[config.mk]
export PLATFORM = sky130hd
export DESIGN_NAME = max_unpooling
export DESIGN_NICKNAME = d
export VERILOG_FILES = /design/src/rtl/max_unpooling_pkg.sv /design/src/rtl/max_unpooling_row_buf.sv /design/src/rtl/max_unpooling.sv
export SDC_FILE = /design/constraint.sdc
export NUM_CORES = 1
export LEC_CHECK = 0
export ABC_AREA = 1
export CAP_MARGIN = 25
export CORE_UTILIZATION = 53
export DETAILED_ROUTE_END_ITERATION = 16
export PLACE_DENSITY = 0.79
export SLEW_MARGIN = 10
export SYNTH_ARGS = -nofsm -noshare
export SYNTH_HDL_FRONTEND = slang
export SYNTH_SLANG_ARGS = --single-unit
[constraint.sdc]
create_clock -name clk -period 4.41 [get_ports clk]
set_input_delay 0.6615 -clock clk [delete_from_list [all_inputs] [get_ports clk]]
set_output_delay 0.6615 -clock clk [all_outputs]
set_load 0.005 [all_outputs]
[src/rtl/max_unpooling_pkg.sv]
// rtl/max_unpooling_pkg.sv - state encodings and counter-width helper for streaming blocks
package max_unpooling_pkg;

  typedef enum logic [1:0] {
    ST_PASS   = 2'd0,
    ST_DUP    = 2'd1,
    ST_REPLAY = 2'd2
  } unpool_state_t;

  // Width of a counter covering 0..n-1; never narrower than one bit.
  function automatic int cnt_w(input int n);
    return (n <= 1) ? 1 : $clog2(n);
  endfunction

endpackage

[src/rtl/max_unpooling_row_buf.sv]
// rtl/max_unpooling_row_buf.sv - one-row 1-bit line buffer, sync write, async read
module unpool_row_buf
  import max_unpooling_pkg::*;
#(
  parameter int WIDTH = 13,
  parameter int AW    = cnt_w(WIDTH)
) (
  input  logic          i_clk,
  input  logic          i_we,
  input  logic [AW-1:0] i_waddr,
  input  logic          i_wdata,
  input  logic [AW-1:0] i_raddr,
  output logic          o_rdata
);

  // Depth rounded to the full address range so every address decodes to a real entry.
  logic r_mem [0:(1<<AW)-1];

  always_ff @(posedge i_clk) begin
    if (i_we) r_mem[i_waddr] <= i_wdata;
  end

  assign o_rdata = r_mem[i_raddr];

endmodule

[src/rtl/max_unpooling.sv]
// rtl/max_unpooling.sv - 2x nearest-neighbour up-sampler for a serial 1-bit pixel stream
// Each input pixel is emitted twice, then the buffered row is replayed once to form the 2x2 block.
module max_unpooling
  import max_unpooling_pkg::*;
#(
  parameter int WIDTH  = 13,
  parameter int HEIGHT = 13
) (
  input  logic clk,
  input  logic rst,
  input  logic pixel_in,
  input  logic valid_in,
  output logic ready_in,
  output logic pixel_out,
  output logic valid_out,
  input  logic ready_out,
  output logic last_out
);

  localparam int CW = cnt_w(WIDTH);
  localparam int RW = cnt_w(HEIGHT);
  localparam int QW = cnt_w(2 * WIDTH);
  localparam logic [CW-1:0] COL_LAST  = CW'(WIDTH - 1);
  localparam logic [RW-1:0] ROW_LAST  = RW'(HEIGHT - 1);
  localparam logic [QW-1:0] RCNT_LAST = QW'(2 * WIDTH - 1);

  unpool_state_t r_state;
  logic [CW-1:0] r_col;
  logic [RW-1:0] r_row;
  logic [QW-1:0] r_rcnt;
  logic          r_pix;
  logic          r_valid;
  logic          r_last;

  logic          w_slot_free;
  logic          w_take;
  logic [CW-1:0] w_raddr;
  logic          w_rdata;

  assign w_slot_free = !r_valid || ready_out;
  // Held low during reset so nothing is accepted before the FSM is live.
  assign ready_in    = !rst && (r_state == ST_PASS) && w_slot_free;
  assign w_take      = valid_in && ready_in;
  assign w_raddr     = CW'(r_rcnt >> 1);

  unpool_row_buf #(
    .WIDTH (WIDTH),
    .AW    (CW)
  ) u_row_buf (
    .i_clk   (clk),
    .i_we    (w_take),
    .i_waddr (r_col),
    .i_wdata (pixel_in),
    .i_raddr (w_raddr),
    .o_rdata (w_rdata)
  );

  always_ff @(posedge clk or posedge rst) begin
    if (rst) begin
      r_state <= ST_PASS;
      r_col   <= '0;
      r_row   <= '0;
      r_rcnt  <= '0;
      r_pix   <= 1'b0;
      r_valid <= 1'b0;
      r_last  <= 1'b0;
    end else begin
      case (r_state)
        ST_PASS: begin
          if (w_take) begin
            r_pix   <= pixel_in;
            r_valid <= 1'b1;
            r_last  <= 1'b0;
            r_state <= ST_DUP;
          end else if (w_slot_free) begin
            r_valid <= 1'b0;
            r_last  <= 1'b0;
          end
        end
        ST_DUP: begin
          if (w_slot_free) begin
            r_valid <= 1'b1;
            r_last  <= 1'b0;
            if (r_col == COL_LAST) begin
              r_col   <= '0;
              r_rcnt  <= '0;
              r_state <= ST_REPLAY;
            end else begin
              r_col   <= r_col + CW'(1);
              r_state <= ST_PASS;
            end
          end
        end
        ST_REPLAY: begin
          if (w_slot_free) begin
            r_pix   <= w_rdata;
            r_valid <= 1'b1;
            if (r_rcnt == RCNT_LAST) begin
              r_rcnt  <= '0;
              r_state <= ST_PASS;
              if (r_row == ROW_LAST) begin
                r_last <= 1'b1;
                r_row  <= '0;
              end else begin
                r_last <= 1'b0;
                r_row  <= r_row + RW'(1);
              end
            end else begin
              r_rcnt <= r_rcnt + QW'(1);
              r_last <= 1'b0;
            end
          end
        end
        default: begin
          r_state <= ST_PASS;
          r_valid <= 1'b0;
          r_last  <= 1'b0;
        end
      endcase
    end
  end

  assign pixel_out = r_pix;
  assign valid_out = r_valid;
  assign last_out  = r_last;

endmodule
==> flow_results.xml <==
<?xml version="1.0" encoding="UTF-8"?>
<metrics>
  <group name="synth">
    <metric name="mappedNetlistNets" unit="">247</metric>
    <metric name="ys.warnings.count" unit="">0</metric>
    <metric name="postSynthRegisterBits" unit="">34</metric>
    <metric name="synthesis.instances" unit="">229</metric>
    <metric name="yosys-top-cells-area" unit="">edfxtp_1 (25%), dfrtp_1 (23%), nand2_1 (11%)</metric>
    <metric name="yosysTopAreaCellShare" unit="%">24.7</metric>
    <metric name="synthesis.area" unit="µm²">1940</metric>
    <metric name="post_synth_num_cell_types" unit="">25</metric>
    <metric name="post_synth.cell_area_avg" unit="µm²">8.49</metric>
    <metric name="dominant_cell_type_by_area_after_synthesis" unit="">edfxtp_1</metric>
    <metric name="ys_seq_area_share" unit="%">47.9</metric>
  </group>
  <group name="floorplan">
    <metric name="die-area" unit="µm²">3920</metric>
    <metric name="floorplan.core_area" unit="µm²">3420</metric>
    <metric name="chipWidth" unit="µm">62.6</metric>
    <metric name="number_of_rows_created_at_floorplan" unit="">21</metric>
    <metric name="floorplan.initialDensity" unit="%">56.9</metric>
    <metric name="io-pin-count" unit="">9</metric>
    <metric name="floorplan.die.height" unit="µm">62.6</metric>
  </group>
  <group name="final_layout">
    <metric name="final_util" unit="%">62.2</metric>
    <metric name="nFillCells" unit="">299</metric>
    <metric name="layout.nets" unit="">260</metric>
    <metric name="ratio_of_cells_with_drive_above_1_in_the_final_layout" unit="%">7.00</metric>
    <metric name="areaGrowthSynthToFinish" unit="%">9.27</metric>
    <metric name="finalInstanceArea" unit="µm²">2120</metric>
    <metric name="instances_no_fill" unit="">289</metric>
    <metric name="antenna_cells_inserted" unit="">0</metric>
  </group>
  <group name="detailed_routing">
    <metric name="route.detailed.wl_per_inst" unit="µm">12.0</metric>
    <metric name="detailed_route_wl" unit="µm">3460</metric>
    <metric name="drc" unit="">0</metric>
    <metric name="vias" unit="">1459</metric>
    <metric name="drt_pass1_iterations" unit="">4</metric>
    <metric name="route.detailed.vias_per_inst" unit="">5.05</metric>
    <metric name="detailedRoute.firstIterationViolations" unit="">87</metric>
    <metric name="ant_nets" unit="">0</metric>
  </group>
  <group name="global_routing">
    <metric name="grt_first_pass_wirelength" unit="µm">6050</metric>
    <metric name="grt_most_used_layer" unit="">met2</metric>
    <metric name="gr-usage-all-layers" unit="%">20.1</metric>
    <metric name="pin_count_of_the_biggest_net_entering_global_routing" unit="">20</metric>
    <metric name="grt_remaining_overflow" unit="">0</metric>
    <metric name="grt_antenna_before_repair" unit="">0</metric>
    <metric name="global_route.usage.met3" unit="%">5.11</metric>
    <metric name="met1_usage" unit="%">24.2</metric>
    <metric name="vias_in_the_first_global_route" unit="">1431</metric>
    <metric name="gr-usage-met2" unit="%">34.2</metric>
  </group>
  <group name="worst_setup_path">
    <metric name="cpMaxStageDelayCell" unit="">clkdlybuf4s50_1</metric>
    <metric name="worstRegToRegCells" unit="">6</metric>
    <metric name="timing.critical_path.slowest_cell_delay" unit="ns">0.53</metric>
    <metric name="worst_ep_required_time" unit="ns">3.75</metric>
    <metric name="endpoint_kind" unit="">output pin</metric>
    <metric name="rr_startpoint" unit="">r_state[0]$_DFFE_PP0P_</metric>
    <metric name="timing.setup.critical_path_class" unit="">reg2out</metric>
    <metric name="worst-endpoint-arrival" unit="ns">1.98</metric>
    <metric name="critical_path.startpoint_type" unit="">flop</metric>
    <metric name="flop2flop_setup_slack" unit="ns">2.57</metric>
    <metric name="endpoint" unit="">ready_in</metric>
    <metric name="crit-reg2reg-capture" unit="">r_rcnt[2]$_DFFE_PP0P_</metric>
    <metric name="crit_path_start" unit="">r_state[0]$_DFFE_PP0P_</metric>
    <metric name="worstPathCellList" unit="">inv_1 &gt; ha_1 &gt; inv_1 &gt; nor3_1 &gt; clkdlybuf4s50_1</metric>
    <metric name="critical_path_peak_fanout" unit="">6</metric>
    <metric name="critical_path_most_common_cell" unit="">inv_1</metric>
  </group>
  <group name="clocking">
    <metric name="clock-root-buffer" unit="">clkbuf_4</metric>
    <metric name="cts_htree_levels" unit="">2</metric>
    <metric name="tritoncts_clock_tree" unit="">built</metric>
    <metric name="hold_buffers" unit="">0</metric>
    <metric name="cts-root-to-sink-buffers" unit="">2</metric>
    <metric name="tritoncts_num_sinks" unit="">34</metric>
    <metric name="postCtsSetupRepairBufs" unit="">0</metric>
    <metric name="cts.repair.resized" unit="">0</metric>
    <metric name="cts_made_buffers" unit="">5</metric>
    <metric name="worstSkewPairLatency" unit="ns">0.33</metric>
    <metric name="cts.reportedPaths.clkPinSlew" unit="ns">0.09</metric>
  </group>
  <group name="run_status">
    <metric name="run_status" unit="">complete, no violations</metric>
  </group>
  <group name="timing">
    <metric name="rsz0062_at_grt" unit="">false</metric>
    <metric name="timing.final.crit_period" unit="ns">2.64</metric>
    <metric name="timing_max_transition_violations_final" unit="">0</metric>
    <metric name="timing.max_slew.rel_slack" unit="%">53.4</metric>
    <metric name="fin_ws" unit="ns">1.77</metric>
    <metric name="slew_at_the_pin_with_the_worst_max_slew_slack" unit="ns">0.698</metric>
    <metric name="timing.final.crit_share" unit="%">59.9</metric>
    <metric name="max_freq" unit="MHz">379</metric>
    <metric name="finalSetupTns" unit="ns">0</metric>
    <metric name="hold_viol" unit="">0</metric>
    <metric name="timing.clock.skew" unit="ns">0.00662</metric>
    <metric name="finalSetupViolations" unit="">0</metric>
  </group>
  <group name="placement">
    <metric name="hpwl_after_detailed_placement" unit="µm">2670</metric>
    <metric name="numPortBuffers" unit="">8</metric>
    <metric name="numPlacedInstances" unit="">281</metric>
    <metric name="preCtsSetupSlack" unit="ns">1.65</metric>
    <metric name="gpl.final_weighted_congestion" unit="">0.827</metric>
    <metric name="placement.cell_area" unit="µm²">2070</metric>
  </group>
  <group name="power">
    <metric name="leakage_component_of_the_power" unit="nW">0.989</metric>
    <metric name="vdd_drop_max" unit="V">0.000319</metric>
    <metric name="power_density" unit="nW/µm²">502</metric>
  </group>
  <group name="hold_path">
    <metric name="hp_class" unit="">reg2reg</metric>
  </group>
  <group name="run">
    <metric name="max_cap_viol_count" unit="">0</metric>
  </group>
</metrics>
## critical path: cells and delay by family (launching register included)
family        cells  cell delay [ns]
buf+inv           3             0.74
flops             1             0.43
fa+ha+maj         1             0.27
simple gates      1             0.21
## Yosys cell counts
library cell,number
nand4_2,2
nand2_2,1
a21boi_1,1
nor2_1,25
dfrtp_1,18
and2_1,1
nor2_4,3
nand3_1,17
nor3_1,8
buf_2,1
nand2_1,55
o21ai_0,9
nand3_2,2
o31ai_4,1
a21oi_1,7
inv_2,1
a22oi_2,1
nor3b_1,1
o2111ai_1,1
xor2_1,1
inv_1,38
buf_6,1
ha_1,13
o21ai_1,5
edfxtp_1,16
## worst min path at each step
stage,startpoint,endpoint,slack [ns],cells past startpoint
finish,pixel_out$_DFFE_PP0P_,pixel_out$_DFFE_PP0P_,0.55,2
global route,pixel_out$_DFFE_PP0P_,pixel_out$_DFFE_PP0P_,0.60,2
CTS,last_out$_DFFE_PP0P_,last_out$_DFFE_PP0P_,0.56,2
global placement,last_out$_DFFE_PP0P_,last_out$_DFFE_PP0P_,0.52,2
detailed placement,pixel_out$_DFFE_PP0P_,pixel_out$_DFFE_PP0P_,0.54,2
floorplan,r_state[1]$_DFFE_PP0P_,r_state[1]$_DFFE_PP0P_,0.51,2
## sequential cells by signal, summed over array words and instances, names as in the netlist
name and flops:
r_state 2, pixel_out 1, r_col 4, r_row 4, valid_out 1, u_row_buf.r_mem 16
last_out 1, r_rcnt 5
## where the power goes
group	switching, mW	total [mW]	leakage (nW)	internal, mW
clock	0.101	0.176	0.0333	0.0742
sequential	0.0697	0.460	0.361	0.390
combinational	0.278	0.430	0.595	0.152
total	0.450	1.07	0.989	0.616
## layer usage
metal  share of wire [%]  up-vias
met1                  46      676
li1                    -      759
met3                 3.4        7
met2                  48       17
met5                   0        -
met4                 1.9        0
## final cells by class
cell class / count / area, µm² / area share, %
Tap cell: 46 / 57.6 / 2.71
Timing Repair Buffer: 8 / 80.1 / 3.77
Multi-Input combinational cell: 154 / 851 / 40.0
Inverter: 39 / 146 / 6.89
Clock inverter: 2 / 7.51 / 0.353
Sequential cell: 34 / 931 / 43.8
Clock buffer: 6 / 51.3 / 2.41
## stage by stage
| stage | power [mW] | hold slack (ns) |
|---|---|---|
| after global placement | 0.891 | 0.524 |
| after detailed placement | 0.894 | 0.541 |
| after floorplan | 0.777 | 0.509 |
| final | 1.07 | 0.551 |
| after global routing | 1.16 | 0.601 |
| after CTS | 1.07 | 0.564 |
## cells in the final DEF, fill, tap and decap left out, drive strengths merged, types with 2 or more instances in the layout
cell type / Yosys / layout
clkdlybuf4s50: 0 / 8
dfrtp: 18 / 18
clkbuf: 0 / 6
ha: 13 / 13
nor3: 8 / 8
edfxtp: 16 / 16
a21oi: 7 / 7
nor2: 28 / 28
o21ai: 14 / 14
inv: 39 / 39
nand3: 19 / 19
nand2: 56 / 56
nand4: 2 / 2
clkinv: 0 / 2
## logic make-up (layout without fill, tap and decap cells)
logic type,count (synthesis),in the layout,share of synthesized area (%)
AO/OA/AOI/OAI,25,25,7.98
XOR/XNOR,1,1,0.451
adder cells (fa/ha/maj),13,13,8.37
buffers and inverters,41,55,8.37
flip-flops,34,34,47.9
AND/OR/NAND/NOR,115,115,27.0
Power figures use the tool's default switching activity.
==> variant 1, RTL diff (same settings) <==
`WIDTH` is set to 13 in 2 places; all go to 9.
--- a/src/rtl/max_unpooling_row_buf.sv
+++ b/src/rtl/max_unpooling_row_buf.sv
@@ -4,3 +4,3 @@
 #(
-  parameter int WIDTH = 13,
+  parameter int WIDTH = 9,
   parameter int AW    = cnt_w(WIDTH)
--- a/src/rtl/max_unpooling.sv
+++ b/src/rtl/max_unpooling.sv
@@ -5,3 +5,3 @@
 #(
-  parameter int WIDTH  = 13,
+  parameter int WIDTH  = 9,
   parameter int HEIGHT = 13
Function: no difference found for any inputs over 10 cycles, from zero or initial values and one cycle with rst high; that may be too few to reach the edited logic, so the function may still have changed.
==> variant 1 against the unedited design <==
Non-clock buffer count stayed put; sequential cell count unchanged; clock skew down 0.0033 ns; setup slack got worse by 0.055 ns; power rose by 0.92%; routed wire length up 0.12%; area after synthesis down 0.77%; sequential power grew 3%; cell area decreased by 0.82%; critical path type is now in -> out; largest cell class unchanged; largest power group unchanged.
==> variant 1: results (changes against the unedited design) <==
| Metric | Value |
|---|---|
| Most common library cells after synthesis | `45 x sky130_fd_sc_hd__nand2_1, 32 x sky130_fd_sc_hd__inv_1, 26 x sky130_fd_sc_hd__nor2_1, 25 x sky130_fd_sc_hd__nand3_1, 18 x sky130_fd_sc_hd__dfrtp_1 (was 55 x sky130_fd_sc_hd__nand2_1, 38 x sky130_fd_sc_hd__inv_1, 25 x sky130_fd_sc_hd__nor2_1, 18 x sky130_fd_sc_hd__dfrtp_1, 17 x sky130_fd_sc_hd__nand3_1)` |
| Endpoint arrival time on the critical path | `2.03 ns (was 1.98 ns)` |
| Mean number of vias per cell | `5.02 (was 5.05)` |
| Routability congestion estimate from global placement | `0.852 (was 0.827)` |
| Share of synthesized area occupied by flip-flops and latches | `48.2% (was 47.9%)` |
| Routed WL | `3.47 mm (was 3.46 mm)` |
| Largest cells by area after synthesis | `sky130_fd_sc_hd__edfxtp_1 25%, sky130_fd_sc_hd__dfrtp_1 23%, sky130_fd_sc_hd__nand2_1 8.8% (was sky130_fd_sc_hd__edfxtp_1 25%, sky130_fd_sc_hd__dfrtp_1 23%, sky130_fd_sc_hd__nand2_1 11%)` |
| Final core utilization | `61.7% (was 62.2%)` |
| GRT Overall Usage | `20.5% (was 20.1%)` |
| Switching share of total power | `43.0% (was 42.2%)` |
| Setup slack on the worst flop-to-flop path | `2.53 ns (was 2.57 ns)` |
| Number of cells after detailed placement | `275 (was 281)` |
| Layout net count | `254 (was 260)` |
| Fraction of area in registers | `44.2% (was 43.8%)` |
| Capture point of the worst reg-to-reg path | `r_state[0] (was r_rcnt[2])` |
| Status | `finished clean (unchanged)` |
| Non-clock buffer share | `3.80% (was 3.77%)` |
| Area after DPL | `2060 µm² (was 2070 µm²)` |
| Met3 routed wirelength | `115 µm (was 117 µm)` |
| Overall power | `1.08 mW (was 1.07 mW)` |
| Fraction of layout cells with a size suffix above 1 | `9.28% (was 7.00%)` |
| Part of the cycle the worst path needs | `61.1% (was 59.9%)` |
| RR Startpoint | `r_rcnt[1] (was r_state[0])` |
| Count of distinct cell types in the synthesized netlist | `28 (was 25)` |
| Inverters | `37 (was 39)` |
| Vias in the first global route | `1429 (was 1431)` |
| Path depth of the worst reg2reg path | `7 (was 6)` |
| Syn Area/Cell | `8.65 µm² (was 8.49 µm²)` |
| Measured slew at the worst slew-check pin | `0.705 ns (was 0.698 ns)` |
| #MultiIn Comb | `150 (was 154)` |
| Launch instance of the worst min-delay path | `r_col[3] (was pixel_out)` |
| Detailed Route Iter0 Violations | `62 (was 87)` |
| Final worst hold slack | `0.526 ns (was 0.551 ns)` |
| Critical path peak fanout | `8 (was 6)` |
| First element of the critical path | `ready_out (was r_state[0])` |
| Vias after detailed routing | `1421 (was 1459)` |
## variant 1: cell types whose count changed after synthesis, sizes merged, moves of 3 or more
cell and delta:
nand3 +6, nand2 -4, nor3 -4, inv -3
or2 +3
## variant 1: per-layer routing
metal | global-route usage [%] | up-vias
met3 | 4.41 | 5
li1 | - | 745
met4 | 9.88 | 0
met1 | 24.7 | 645
met2 | 34.9 | 26
met5 | 0 | -
## variant 1: worst max-delay path: cells and delay by family
| kind | cells | cell delay [ns] |
|---|---|---|
| buffers and inverters | 4 | 1.11 |
| and+or+nand+nor | 2 | 0.26 |
## variant 1: kinds of logic after synthesis
family	Yosys count	synth area share, %
AO/OA/AOI/OAI	20	5.64
XOR/XNOR	1	0.454
adder cells (fa/ha/maj)	13	8.43
buffers and inverters	39	7.85
flip-flops	34	48.2
AND/OR/NAND/NOR	116	29.4
==> variant 2, RTL diff (same flow settings) <==
Without the edit above. Re-encode `unpool_state_t` (3 states) as one-hot, 3 bits wide.
--- a/src/rtl/max_unpooling_pkg.sv
+++ b/src/rtl/max_unpooling_pkg.sv
@@ -3,6 +3,6 @@
 
-  typedef enum logic [1:0] {
-    ST_PASS   = 2'd0,
-    ST_DUP    = 2'd1,
-    ST_REPLAY = 2'd2
+  typedef enum logic [2:0] {
+    ST_PASS   = 3'b001,
+    ST_DUP    = 3'b010,
+    ST_REPLAY = 3'b100
   } unpool_state_t;
Formal check against the unedited RTL: no difference found for any inputs over 10 cycles, from zero or initial values and one cycle with rst high; not proved beyond that.
==> variant 2 against the unedited design <==
Cell area is 0.65% lower; register-to-register slack hardly changed; sequential share of layout area is 1.5 points higher; routed wire length is 0.49% lower; sequential cell count is 1 higher; critical endpoint unchanged; area after synthesis is 0.77% lower; power is 16% lower; setup slack worse by 0.050 ns.
==> variant 2: results (changes against the unedited design) <==
| Metric | Value |
|---|---|
| GRT Overall Usage | `21.3% (was 20.1%)` |
| Clock edge transition at the registers on the reported setup and hold paths | `0.11 ns (was 0.09 ns)` |
| Post-detailed-placement half-perimeter wirelength | `2.50 mm (was 2.67 mm)` |
| Post-synth net total | `234 (was 247)` |
| Synthesized instance count | `221 (was 229)` |
| Capture point of the worst reg-to-reg path | `r_rcnt[2] (unchanged)` |
| Mean number of vias per cell | `4.93 (was 5.05)` |
| Leakage | `0.964 nW (was 0.989 nW)` |
| Most common library cells after synthesis | `47 x sky130_fd_sc_hd__nand2_1, 30 x sky130_fd_sc_hd__inv_1, 27 x sky130_fd_sc_hd__nor2_1, 19 x sky130_fd_sc_hd__nand3_1, 18 x sky130_fd_sc_hd__dfrtp_1 (was 55 x sky130_fd_sc_hd__nand2_1, 38 x sky130_fd_sc_hd__inv_1, 25 x sky130_fd_sc_hd__nor2_1, 18 x sky130_fd_sc_hd__dfrtp_1, 17 x sky130_fd_sc_hd__nand3_1)` |
| Measured slew at the worst slew-check pin | `0.712 ns (was 0.698 ns)` |
| Critical path peak fanout | `7 (was 6)` |
| Setup slack on the worst flop-to-flop path | `2.58 ns (was 2.57 ns)` |
| Xor and xnor fraction of the mapped netlist area | `0.454% (was 0.450%)` |
| Number of cells after detailed placement | `274 (was 281)` |
| Synth async-reset ratio | `54.3% (was 52.9%)` |
| Count of distinct cell types in the synthesized netlist | `29 (was 25)` |
| Endpoint arrival time on the critical path | `2.03 ns (was 1.98 ns)` |
| Detailed Route Iter0 Violations | `59 (was 87)` |
| Hold EP | `last_out (was pixel_out)` |
| Routed WL | `3.44 mm (was 3.46 mm)` |
| CTS resizes | `0 (unchanged)` |
| Psw | `339 µW (was 450 µW)` |
| Fraction of layout cells with a size suffix above 1 | `14.4% (was 7.00%)` |
| Synth Area in Compound Gates | `5.84% (was 7.98%)` |
| Status | `finished clean (unchanged)` |
| Launch instance of the worst min-delay path | `last_out (was pixel_out)` |
| Vias in the first global route | `1391 (was 1431)` |
| Area share of fa/ha/maj cells after synthesis | `5.19% (was 8.37%)` |
| Vias after detailed routing | `1391 (was 1459)` |
| Share of synthesized area occupied by flip-flops and latches | `49.6% (was 47.9%)` |
| Dominant synthesized flop cell | `sky130_fd_sc_hd__dfrtp_1 (unchanged)` |
| Layout net count | `248 (was 260)` |
| First-pass GRT wire length | `6.27 mm (was 6.05 mm)` |
| Largest cells by area after synthesis | `sky130_fd_sc_hd__edfxtp_1 25%, sky130_fd_sc_hd__dfrtp_1 23%, sky130_fd_sc_hd__nand2_1 9.1% (was sky130_fd_sc_hd__edfxtp_1 25%, sky130_fd_sc_hd__dfrtp_1 23%, sky130_fd_sc_hd__nand2_1 11%)` |
| IR drop worst, VDD | `0.339 mV (was 0.319 mV)` |
| Top Registers | `u_row_buf.r_mem x16, r_rcnt x5 (unchanged)` |
| Routability congestion estimate from global placement | `0.786 (was 0.827)` |
| Setup skew after layout | `0.00719 ns (was 0.00662 ns)` |
-- variant 2: layer usage --
layer  track usage (%)  vias to the layer above  wire, µm
li1                  -                      738         -
met2              34.3                       21      1600
met3              4.96                        6       115
met1              27.4                      626      1650
met5                 0                        -         0
met4              9.59                        0        72
-- variant 2: power groups by stage --
| stage | registers, mW | logic [mW] | clock network, mW |
|---|---|---|---|
| finish | 0.447 | 0.281 | 0.164 |
| global route | 0.457 | 0.321 | 0.181 |
| CTS | 0.447 | 0.283 | 0.168 |
| detailed placement | 0.455 | 0.280 | 0 |
| global placement | 0.453 | 0.276 | 0 |
| floorplan | 0.436 | 0.216 | 0 |
-- variant 2: how the worst max path moves through the flow --
stage | startpoint | to
after floorplan | ready_out | u_row_buf.r_mem[12]
after global placement | ready_out | ready_in
after CTS | ready_out | ready_in
after global routing | ready_out | ready_in
after detailed placement | ready_out | ready_in
final | ready_out | ready_in
-- variant 2: area by class of cell --
type	count	area, µm²	area share, %
clock inverter	2	7.51	0.356
sequential	35	957	45.3
clock buffer	6	41.3	1.96
tap	46	57.6	2.73
timing repair buffer	8	80.1	3.79
multi-input combinational	147	825	39.1
inverter	38	143	6.76
-- variant 2: kinds of logic after synthesis --
group	count (synthesis)
fa+ha+maj	8
flops	35
simple gates	119
xor+xnor	1
buf+inv	39
compound gates	19
-- variant 2: metrics by stage --
step                      power, mW  instance area (µm²)  hold WS (ns)  util, %  setup slack (ns)
final                         0.892                 2110         0.559     61.8              1.72
after global routing          0.958                 2110         0.599     61.8              1.67
after CTS                     0.898                 2110         0.563     61.8              1.71
after detailed placement      0.735                 2060         0.530     60.4              1.73
after global placement        0.729                 2060         0.531     60.4              1.73
after floorplan               0.652                 1930         0.510        -              2.84
-- variant 2: worst max-delay path, stage by stage --
cell and delay (ns):
sky130_fd_sc_hd__clkdlybuf4s50_1 0.57, sky130_fd_sc_hd__nor2_8 0.09, sky130_fd_sc_hd__nor3_4 0.19, sky130_fd_sc_hd__clkdlybuf4s50_1 0.52
